$ cat src/rtl/encode_pack_if.sv
// Handshake bundle for encode_pack: code input side, packed-word output side, flush control.
// Optional word counter signal present when ENCODE_PACK_WCNT_EN is defined.
interface encode_pack_if #(
  parameter int OUT_W = 16,
  parameter int IN_W  = 13,
  parameter int LEN_W = 4
);
  logic             din_valid_i;
  logic             din_ready_o;
  logic [IN_W-1:0]  din_data_i;
  logic [LEN_W-1:0] din_len_i;
  logic             finish_i;
  logic [OUT_W-1:0] data_o;
  logic             valid_o;
  logic             ready_i;
  logic             done_o;
`ifdef ENCODE_PACK_WCNT_EN
  logic [31:0]      word_cnt_o;

  modport master (
    output din_valid_i, din_data_i, din_len_i, finish_i, ready_i,
    input  din_ready_o, data_o, valid_o, done_o, word_cnt_o
  );
  modport slave (
    input  din_valid_i, din_data_i, din_len_i, finish_i, ready_i,
    output din_ready_o, data_o, valid_o, done_o, word_cnt_o
  );
`else
  modport master (
    output din_valid_i, din_data_i, din_len_i, finish_i, ready_i,
    input  din_ready_o, data_o, valid_o, done_o
  );
  modport slave (
    input  din_valid_i, din_data_i, din_len_i, finish_i, ready_i,
    output din_ready_o, data_o, valid_o, done_o
  );
`endif
endinterface

$ cat src/rtl/encode_pack.sv
// Variable-length code packer: MSB-first codes into OUT_W-bit words, zero-padded flush.
// Optional feature macro: ENCODE_PACK_WCNT_EN adds a 32-bit emitted-word counter.
module encode_pack #(
  parameter int OUT_W = 16,
  parameter int IN_W  = 13,
  parameter int LEN_W = 4
) (
  input  logic          clk,
  input  logic          rst_n,
  encode_pack_if.slave  bus
);

  localparam int ACC_W = OUT_W + IN_W - 1;
  localparam int TOT_W = $clog2(ACC_W + 1);

  typedef enum logic [1:0] {
    RUN   = 2'd0,
    FLUSH = 2'd1,
    DRAIN = 2'd2
  } state_t;

  state_t           state_r, state_s;
  logic [ACC_W-1:0] acc_r, acc_s;
  logic [TOT_W-1:0] fill_r, fill_s;
  logic [OUT_W-1:0] data_r, data_s;
  logic             valid_r, valid_s;
  logic             done_r, done_s;

  logic             slot_free_s;
  logic             accept_s;
  logic [TOT_W-1:0] len_s;
  logic [TOT_W-1:0] tot_s;
  logic [IN_W-1:0]  code_s;
  logic [ACC_W-1:0] acc_sh_s;
  logic [OUT_W-1:0] word_s;
  logic [OUT_W-1:0] flush_word_s;

  assign slot_free_s     = !valid_r || bus.ready_i;
  assign bus.din_ready_o = (state_r == RUN) && slot_free_s;
  assign accept_s        = bus.din_valid_i && bus.din_ready_o;

  // Clamp over-long lengths to IN_W and mask code bits above the length
  always_comb begin
    if (bus.din_len_i > LEN_W'(IN_W)) begin
      len_s = TOT_W'(IN_W);
    end else begin
      len_s = TOT_W'(bus.din_len_i);
    end
    code_s       = bus.din_data_i & ~({IN_W{1'b1}} << len_s);
    tot_s        = fill_r + len_s;
    acc_sh_s     = (acc_r << len_s) | ACC_W'(code_s);
    // Only the low tot_s bits of the accumulator are live; stale bits above are shifted out
    word_s       = OUT_W'(acc_sh_s >> (tot_s - TOT_W'(OUT_W)));
    flush_word_s = OUT_W'(acc_r << (TOT_W'(OUT_W) - fill_r));
  end

  // Next-state, accumulator and output-slot logic
  always_comb begin
    state_s = state_r;
    acc_s   = acc_r;
    fill_s  = fill_r;
    data_s  = data_r;
    valid_s = valid_r && !bus.ready_i;
    done_s  = 1'b0;
    case (state_r)
      RUN: begin
        if (accept_s) begin
          acc_s = acc_sh_s;
          if (tot_s >= TOT_W'(OUT_W)) begin
            data_s  = word_s;
            valid_s = 1'b1;
            fill_s  = tot_s - TOT_W'(OUT_W);
          end else begin
            fill_s  = tot_s;
          end
        end else begin
          fill_s = fill_r;
        end
        if (bus.finish_i) begin
          state_s = FLUSH;
        end else begin
          state_s = RUN;
        end
      end
      FLUSH: begin
        if (fill_r == TOT_W'(0)) begin
          state_s = DRAIN;
        end else if (slot_free_s) begin
          data_s  = flush_word_s;
          valid_s = 1'b1;
          fill_s  = TOT_W'(0);
          state_s = DRAIN;
        end else begin
          state_s = FLUSH;
        end
      end
      DRAIN: begin
        if (!valid_r) begin
          done_s  = 1'b1;
          acc_s   = ACC_W'(0);
          state_s = RUN;
        end else begin
          state_s = DRAIN;
        end
      end
      default: begin
        state_s = RUN;
      end
    endcase
  end

  // FSM state register
  always_ff @(posedge clk or negedge rst_n) begin
    if (!rst_n) begin
      state_r <= RUN;
    end else begin
      state_r <= state_s;
    end
  end

  // Datapath and registered outputs
  always_ff @(posedge clk or negedge rst_n) begin
    if (!rst_n) begin
      acc_r   <= ACC_W'(0);
      fill_r  <= TOT_W'(0);
      data_r  <= OUT_W'(0);
      valid_r <= 1'b0;
      done_r  <= 1'b0;
    end else begin
      acc_r   <= acc_s;
      fill_r  <= fill_s;
      data_r  <= data_s;
      valid_r <= valid_s;
      done_r  <= done_s;
    end
  end

  assign bus.data_o  = data_r;
  assign bus.valid_o = valid_r;
  assign bus.done_o  = done_r;

`ifdef ENCODE_PACK_WCNT_EN
  logic [31:0] word_cnt_r;

  // Count every accepted output word; wraps naturally at 2^32
  always_ff @(posedge clk or negedge rst_n) begin
    if (!rst_n) begin
      word_cnt_r <= 32'd0;
    end else if (valid_r && bus.ready_i) begin
      word_cnt_r <= word_cnt_r + 32'd1;
    end else begin
      word_cnt_r <= word_cnt_r;
    end
  end

  assign bus.word_cnt_o = word_cnt_r;
`endif

endmodule

$ cat src/flat_wrapper.sv
// flat-port wrapper written by rule: the top's interface ports become plain ports
module encode_pack_flat 
#(
  parameter int OUT_W = 16,
  parameter int IN_W  = 13,
  parameter int LEN_W = 4
)
  (clk, rst_n, bus_din_valid_i, bus_din_data_i, bus_din_len_i, bus_finish_i, bus_ready_i, bus_din_ready_o, bus_data_o, bus_valid_o, bus_done_o);
  encode_pack_if #(.OUT_W(OUT_W), .IN_W(IN_W), .LEN_W(LEN_W)) bus_i ();
  input  logic clk;
  input  logic rst_n;
  input wire logic [$bits(bus_i.din_valid_i)-1:0] bus_din_valid_i;
  input wire logic [$bits(bus_i.din_data_i)-1:0] bus_din_data_i;
  input wire logic [$bits(bus_i.din_len_i)-1:0] bus_din_len_i;
  input wire logic [$bits(bus_i.finish_i)-1:0] bus_finish_i;
  input wire logic [$bits(bus_i.ready_i)-1:0] bus_ready_i;
  output wire logic [$bits(bus_i.din_ready_o)-1:0] bus_din_ready_o;
  output wire logic [$bits(bus_i.data_o)-1:0] bus_data_o;
  output wire logic [$bits(bus_i.valid_o)-1:0] bus_valid_o;
  output wire logic [$bits(bus_i.done_o)-1:0] bus_done_o;
  assign bus_i.din_valid_i = bus_din_valid_i;
  assign bus_i.din_data_i = bus_din_data_i;
  assign bus_i.din_len_i = bus_din_len_i;
  assign bus_i.finish_i = bus_finish_i;
  assign bus_i.ready_i = bus_ready_i;
  assign bus_din_ready_o = bus_i.din_ready_o;
  assign bus_data_o = bus_i.data_o;
  assign bus_valid_o = bus_i.valid_o;
  assign bus_done_o = bus_i.done_o;
  encode_pack #(.OUT_W(OUT_W), .IN_W(IN_W), .LEN_W(LEN_W)) u_core (.clk(clk), .rst_n(rst_n), .bus(bus_i));
endmodule
$ cat config.mk
export PLATFORM = sky130hd
export DESIGN_NAME = encode_pack_flat
export DESIGN_NICKNAME = d
export VERILOG_FILES = /design/src/rtl/encode_pack_if.sv /design/src/rtl/encode_pack.sv /design/src/flat_wrapper.sv
export SDC_FILE = /design/constraint.sdc
export NUM_CORES = 1
export LEC_CHECK = 0
export CAP_MARGIN = 20
export CORE_ASPECT_RATIO = 1.4
export CORE_MARGIN = 1
export CORE_UTILIZATION = 45
export CTS_CLUSTER_SIZE = 25
export DETAILED_ROUTE_END_ITERATION = 10
export PLACE_DENSITY = 0.61
export SETUP_SLACK_MARGIN = 0.15
export SYNTH_ARGS = -nofsm -noshare
export SYNTH_HDL_FRONTEND = slang
export SYNTH_SLANG_ARGS = --single-unit
$ cat constraint.sdc
create_clock -name clk -period 8.2 [get_ports clk]
set_clock_uncertainty 0.05 [all_clocks]
set_input_delay 1.64 -clock clk [delete_from_list [all_inputs] [get_ports clk]]
set_output_delay 1.64 -clock clk [all_outputs]
set_load 0.01 [all_outputs]
==> results of run 1 <==
-- cell type report --
type                    instances  area share
clock buffers                   7      0.0210
repair buffers                 55      0.0749
flip-flops and latches         53       0.196
well taps                     182      0.0336
inverters                      17     0.00941
multi-input cells             631       0.666
-- cells by family (layout without fill, tap and decap cells) --
family          Yosys count  count (layout)  synth area share
buf+inv                  88              79            0.0609
mux                     104             104             0.225
flops                    53              53             0.214
compound gates          262             262             0.284
fa+ha+maj                 7               7            0.0153
simple gates            252             252             0.192
xor+xnor                  6               6           0.00847
-- power groups by stage --
stage	logic, mW	registers, mW	clock network (mW)
detailed placement	2.00	0.559	0
global placement	1.99	0.556	0
finish	2.07	0.558	0.223
floorplan	1.45	0.460	0
CTS	2.01	0.553	0.224
global route	2.21	0.572	0.235
-- flip-flops by register name (all words and copies together) (netlist names) --
name	flops
u_core.bus.done_o	1
u_core.fill_r	5
u_core.acc_r	28
u_core.bus.valid_o	1
u_core.bus.data_o	16
u_core.state_r	2
-- critical path, cell delays in order --
cell      delay [ns]
buf_2           0.09
buf_4           0.46
a21boi_2        0.20
inv_2           0.23
fa_1            0.35
nor2b_1         0.08
o21a_1          0.20
o21ai_0         0.31
nand2_1         0.18
a21oi_1         0.86
o221ai_1        0.29
a41o_1          0.28
o32a_1          0.27
-- synth_stat cells, types with 3 or more instances --
cell type and number:
ha_1 6, o31a_1 4, o31ai_1 8, nor4_1 4, nor4b_1 3, a31oi_1 11
xor2_1 3, a22oi_1 4, nand2b_1 15, mux2i_1 50, nand3_1 37, nor2_1 79
o22a_1 3, o211ai_1 25, o21ai_0 55, o221ai_1 11, or2_2 4, nand3b_1 4
o21ai_1 9, inv_1 12, mux4_2 24, o22ai_1 23, a221o_1 3, a211oi_1 9
o2bb2ai_1 4, xnor2_1 3, a21oi_1 44, a21o_1 6, o311ai_1 3, nor2b_1 11
inv_2 3, buf_6 3, buf_1 3, nor3_1 21, a2bb2oi_1 3, and2_1 8
a211o_1 4, buf_2 17, clkbuf_1 47, or3_1 4, mux2_1 3, a221oi_1 7
dfrtp_1 53, mux2_2 25, nand2_1 53
-- layout by cell type (no fill, tap or decap), drive strengths merged, types with 9 or more instances in the layout --
| cell type | instances |
|---|---|
| a211oi | 9 |
| a21oi | 44 |
| a31oi | 11 |
| and2 | 10 |
| buf | 20 |
| clkdlybuf4s50 | 35 |
| dfrtp | 53 |
| inv | 15 |
| mux2 | 28 |
| mux2i | 51 |
| mux4 | 25 |
| nand2 | 53 |
| nand2b | 15 |
| nand3 | 37 |
| nor2 | 79 |
| nor2b | 11 |
| nor3 | 21 |
| o211ai | 25 |
| o21ai | 64 |
| o221ai | 11 |
| o22ai | 23 |
-- worst paths after layout --
kind / from / end / slack (ns)
min in group asynchronous: rst_n / u_core.acc_r[5] / 1.42
min: u_core.bus.data_o[15] / u_core.bus.data_o[15] / 0.45
max reg2reg: u_core.fill_r[0] / u_core.bus.data_o[14] / 4.00
min reg2reg: u_core.bus.data_o[15] / u_core.bus.data_o[15] / 0.45
max: bus_din_len_i[2] / u_core.bus.data_o[14] / 2.87
max in group asynchronous: rst_n / u_core.acc_r[17] / 6.19
-- metal layers --
| metal | vias to the layer above | GRT usage | wire length (um) | share of wire |
|---|---|---|---|---|
| li1 | 2938 | - | - | - |
| met1 | 3177 | 0.425 | 9300 | 0.39 |
| met2 | 329 | 0.575 | 11500 | 0.48 |
| met3 | 84 | 0.0302 | 1530 | 0.064 |
| met4 | 0 | 0.188 | 1420 | 0.060 |
| met5 | - | 0 | 0 | 0 |
==> impl_results.md, run 1 <==
* Min Hold Slack at approximately 0.45 ns
* Register area at approximately 1300 um^2
* Cts hold-fix bufs at 0
* Int Power at between 1 and 1.5 mW
* Crit share post-route at 0.650
* CP startpoint kind: primary input
* Synthesized Nets at 801
* Fin. max-slew vios at 0
* Row count at 50
* Setup violation total in the final timing report at 0
* CTS H-Tree Depth at 2
* CTS max path bufs at 2
* FILL cells at between 1,000 and 1,500
* Routed len/inst at between 20 and 30 um
* Die Area at roughly 14,000 um^2
* CTS root buffer: clkbuf_16
* Starting Density at 0.463
* Post-route ant nets at 0
* Tot GR Track Use at 0.341
* CTS sink count at 53
* Post CTS Setup Buffer Count at 0
* Synth Flop Type: dfrtp_1
* Die W at ~100 um
* HPWL after detailed placement at ~18,000 um
* Clock Latency Late Sink at around 0.30 ns
* Placer's final routability congestion estimate at just over 1
* Total wire length at roughly 24,000 um
* Final Core Density at 0.507
* Synth Register Bits at 53
* Core box area at 13,400 um^2
* Max Freq at 188 MHz
* Number of I/O pins at 41
* Least-Margin Pin Slew at 1.12 ns
* Leakage Power at around 2.6 nW
* Sequential area share after synthesis at 0.214
* Nets at ~800
* Sequential Power Share at 0.196
* Post-synth ARST share at 1.00
* Final hold violations at 0
* Area of the multi-input gates at roughly 4500 um^2
* Outcome: finished, final reports clean
* Hold depth at 2
* Share of cells above drive strength 1 at 0.121
* Pre-CTS setup slack at around 2.6 ns
* # resized after CTS at 0
* R2r worst-path depth at 11
* DRC at 0
* Slew headroom at 0.243
* Largest net degree at the start of global routing at between 50 and 60
* Grt total ovfl at 0
* CP endpoint kind: flip-flop
* Post-synth EDFFs at 0
* N_diodes at 0
* Placed instance area at roughly 6600 um^2
* Switching Fraction at 0.546
* Area grow syn2layout at 9.34%
* DR pass1 iterations at 6
* Die height at ~140 um
* Synth warn at 0
* Total negative setup slack at 0 ns
* Synth unique cells at between 70 and 80
* Psw at ~1.6 mW
* Clock power share at 0.078
* Total power at 2.85 mW
* Final Non-Filler Cells at roughly 950
* Post-route cell area at between 6000 and 7000 um^2
* CTS buffer count at 5
* Minimum clock period at between 5 and 6 ns
* Area leader, netlist: dfrtp_1
* Synth area leaders: dfrtp_1 21%, mux4_2 8.7%, mux2i_1 8.1%
* Setup ws final at about 2.9 ns
* VDD IR max at between 0.15 and 0.2 mV
* Max_cap viols at 0
* First DRT Iteration DRCs at roughly 580
* HP Class: reg -> reg
* Worst EP arrival at 5.47 ns
* WS Path Type: in -> reg
* Vias per std cell at 6.91
* CTS tree: built
* Initial antenna violation count at 0
* Mapped Area at 6200 um^2
* CP max FO at 51
* Syn Inst Count at just under 800
* Clock Pin Slew Worst Setup and Hold Paths at ~0.07 ns
* First-pass GRT wire length at around 37,000 um
* Vias in the first global route at between 6,000 and 7,000
* Comb pwr share at 0.726
* Pwr dens at 420 nW/um^2
* RSZ-0062 raised after global routing: false
* Dpl cells at around 940
* Number of port buffers at 40
* Total number of vias at about 6,500
* CP required at ~8.3 ns
* Syn avg cell area at 8.04 um^2
* Post-synth top area share at 0.214
No activity file was read; power rests on OpenSTA's default activity.
==> run 2, diff against run 1 <==
- clock period: 8.2 -> 5.25 ns (I/O delays scaled with it)
==> impl_results.md, run 2 (synthesized netlist as in run 1, its figures left out) <==
* Clock Latency Late Sink at 0.30 ns (about the same)
* Cts hold-fix bufs at 0 (unchanged)
* Crit share post-route at 0.824
* Minimum clock period at 4.33 ns
* Worst R2R Start: u_core.fill_r[0]
* DRC at 0 (unchanged)
* RSZ-0062 raised after global routing: false
* Routed len/inst at 25.7 um (+2.0%)
* Post-route cell area at 6880 um^2 (+1.4%)
* Leakage Power at 2.66 nW (+2.3%)
* Commonest non-fill, non-tap cell in the layout: nor2_1
* Max Freq at between 200 and 250 MHz
* WHS Endpoint: u_core.bus.data_o[15]
* Worst R2R Setup Slack at 1.32 ns (-2.68 ns)
* Vias in the first global route at 6,427 (+4.4%)
* First-pass GRT wire length at 38,000 um (+4.0%)
* CTS tree: built
* VDD IR max at 0.225 mV (+27%)
* Slew headroom at 0.316 (+0.0733)
* Core box area at 13,400 um^2 (unchanged)
* Hold depth at 2 (unchanged)
* Final hold violations at 0 (unchanged)
* Number of I/O pins at 41 (unchanged)
* Hold_sp: u_core.bus.data_o[15]
* Outcome: finished, final reports clean
* Largest register FFs at 28 (unchanged)
* CP startpoint kind: primary input
* Setup ws final at 0.924 ns (-1.95 ns)
* CP required at 5.39 ns (-2.95 ns)
* First DRT Iteration DRCs at 605 (+5.0%)
* N_diodes at 0 (unchanged)
* CTS H-Tree Depth at 2 (unchanged)
* Die Area at 14,300 um^2 (unchanged)
* Area grow syn2layout at 10.9%
* Die W at 101 um (unchanged)
* FILL cells at 1,335 (-2.2%)
* Slowest CP cell: fa_1
* Worst EP arrival at 4.46 ns (-1.01 ns)
* R2r worst-path depth at 10 (-1)
* Total power at 4.45 mW (+56%)
* Nets at 803 (+1.4%)
* R2R Path End: u_core.bus.data_o[14]
* Share of cells above drive strength 1 at 0.134 (+0.0136)
* Initial antenna violation count at 0 (unchanged)
* Biggest register: u_core.acc_r
* Critical-path cell list: buf_2 -> a21boi_2 -> inv_2 -> fa_1 -> inv_1 -> nand2_1 -> a21oi_1 -> or4_4 -> mux2i_1 -> nor2_1 -> o32a_1
* CP max stage delay at 0.87 ns (about the same)
* Most frequent cells in the layout: 79 x nor2_1, 55 x o21ai_0, 53 x nand2_1, 53 x dfrtp_1, 50 x mux2i_1
* Number of port buffers at 40 (unchanged)
* CTS sink count at 53 (unchanged)
* Placed instance area at 6740 um^2 (+1.9%)
* Tot GR Track Use at 0.357 (+0.0157)
* WS Path Type: in -> reg
* Max_cap viols at 0 (unchanged)
* Die height at 141 um (unchanged)
* Row count at 50 (unchanged)
* Total negative setup slack at 0 ns (unchanged)
* Post CTS Setup Buffer Count at 0 (unchanged)
* Vias per std cell at 6.92 (+0.21%)
* Grt total ovfl at 0 (unchanged)
* # resized after CTS at 0 (unchanged)
* HPWL after detailed placement at 18,400 um (+3.9%)
* HP Class: reg -> reg
* CTS root buffer: clkbuf_16
* Placer's final routability congestion estimate at 1.05 (+2.6%)
* CP endpoint kind: flip-flop
* CTS max path bufs at 2 (unchanged)
* Pwr dens at 647 nW/um^2 (+54%)
* Total number of vias at 6,625 (+1.5%)
* DR pass1 iterations at 5 (-1)
* CTS buffer count at 5 (unchanged)
* Pre-CTS setup slack at 0.636 ns (-2.00 ns)
* CP max FO at 23 (-55%)
* Largest net degree at the start of global routing at 57 (unchanged)
* Setup violation total in the final timing report at 0 (unchanged)
* Clock Pin Slew Worst Setup and Hold Paths at 0.08 ns (about the same)
* Least-Margin Pin Slew at 1.01 ns (-0.108 ns)
* Post-route ant nets at 0 (unchanged)
* Starting Density at 0.463 (unchanged)
* Total wire length at 24,600 um (+3.3%)
* Fin. max-slew vios at 0 (unchanged)
-- run 2: changes by cell type in the layout (fill, tap and decap cells not counted) --
cell      delta
buf_12       +1
clkbuf_8     -1
buf_4       +10
clkinv_2     +1
inv_6        +1
-- run 2: cell type report --
class	count	area, um^2	share of cell area
clock buffers	6	129	0.0187
clock inverters	2	13.8	0.00200
inverters	17	63.8	0.00928
multi-input cells	631	4510	0.656
flip-flops and latches	53	1330	0.193
well taps	182	228	0.0331
repair buffers	66	603	0.0877
-- run 2: worst max path at each step --
stage / from / to / cells past startpoint
2_1_floorplan: bus_din_len_i[1] / u_core.bus.data_o[0] / 15
3_3_place_gp: bus_din_len_i[1] / u_core.bus.data_o[14] / 11
3_5_place_dp: bus_din_len_i[1] / u_core.bus.data_o[14] / 11
4_1_cts: bus_din_len_i[1] / u_core.bus.data_o[14] / 11
5_1_grt: bus_din_len_i[1] / u_core.bus.data_o[13] / 11
6_report: bus_din_len_i[1] / u_core.bus.data_o[14] / 11
-- run 2: per-layer routing --
layer | share of wire | vias up | GRT usage
met4 | 0.068 | 0 | 0.227
li1 | - | 2959 | -
met3 | 0.062 | 99 | 0.0476
met1 | 0.39 | 3227 | 0.441
met5 | 0 | - | 0
met2 | 0.48 | 340 | 0.581
-- run 2: worst max-delay path: cells and delay by family --
family          cells  cell delay (ns)
buf+inv             3             0.80
mux                 1             0.18
simple gates        3             0.77
fa+ha+maj           1             0.87
compound gates      3             0.77
-- run 2: power breakdown --
group	total [mW]	internal (mW)	switching [mW]
Sequential	0.869	0.570	0.299
Clock	0.356	0.179	0.177
Combinational	3.23	1.30	1.93
-- run 2: stage by stage --
stage               cells  hold WS [ns]   util
floorplan             772         0.414      -
global placement      948         0.429  0.501
detailed placement    949         0.437  0.503
CTS                   957         0.455  0.514
global route          957         0.487  0.514
finish                957         0.456  0.514
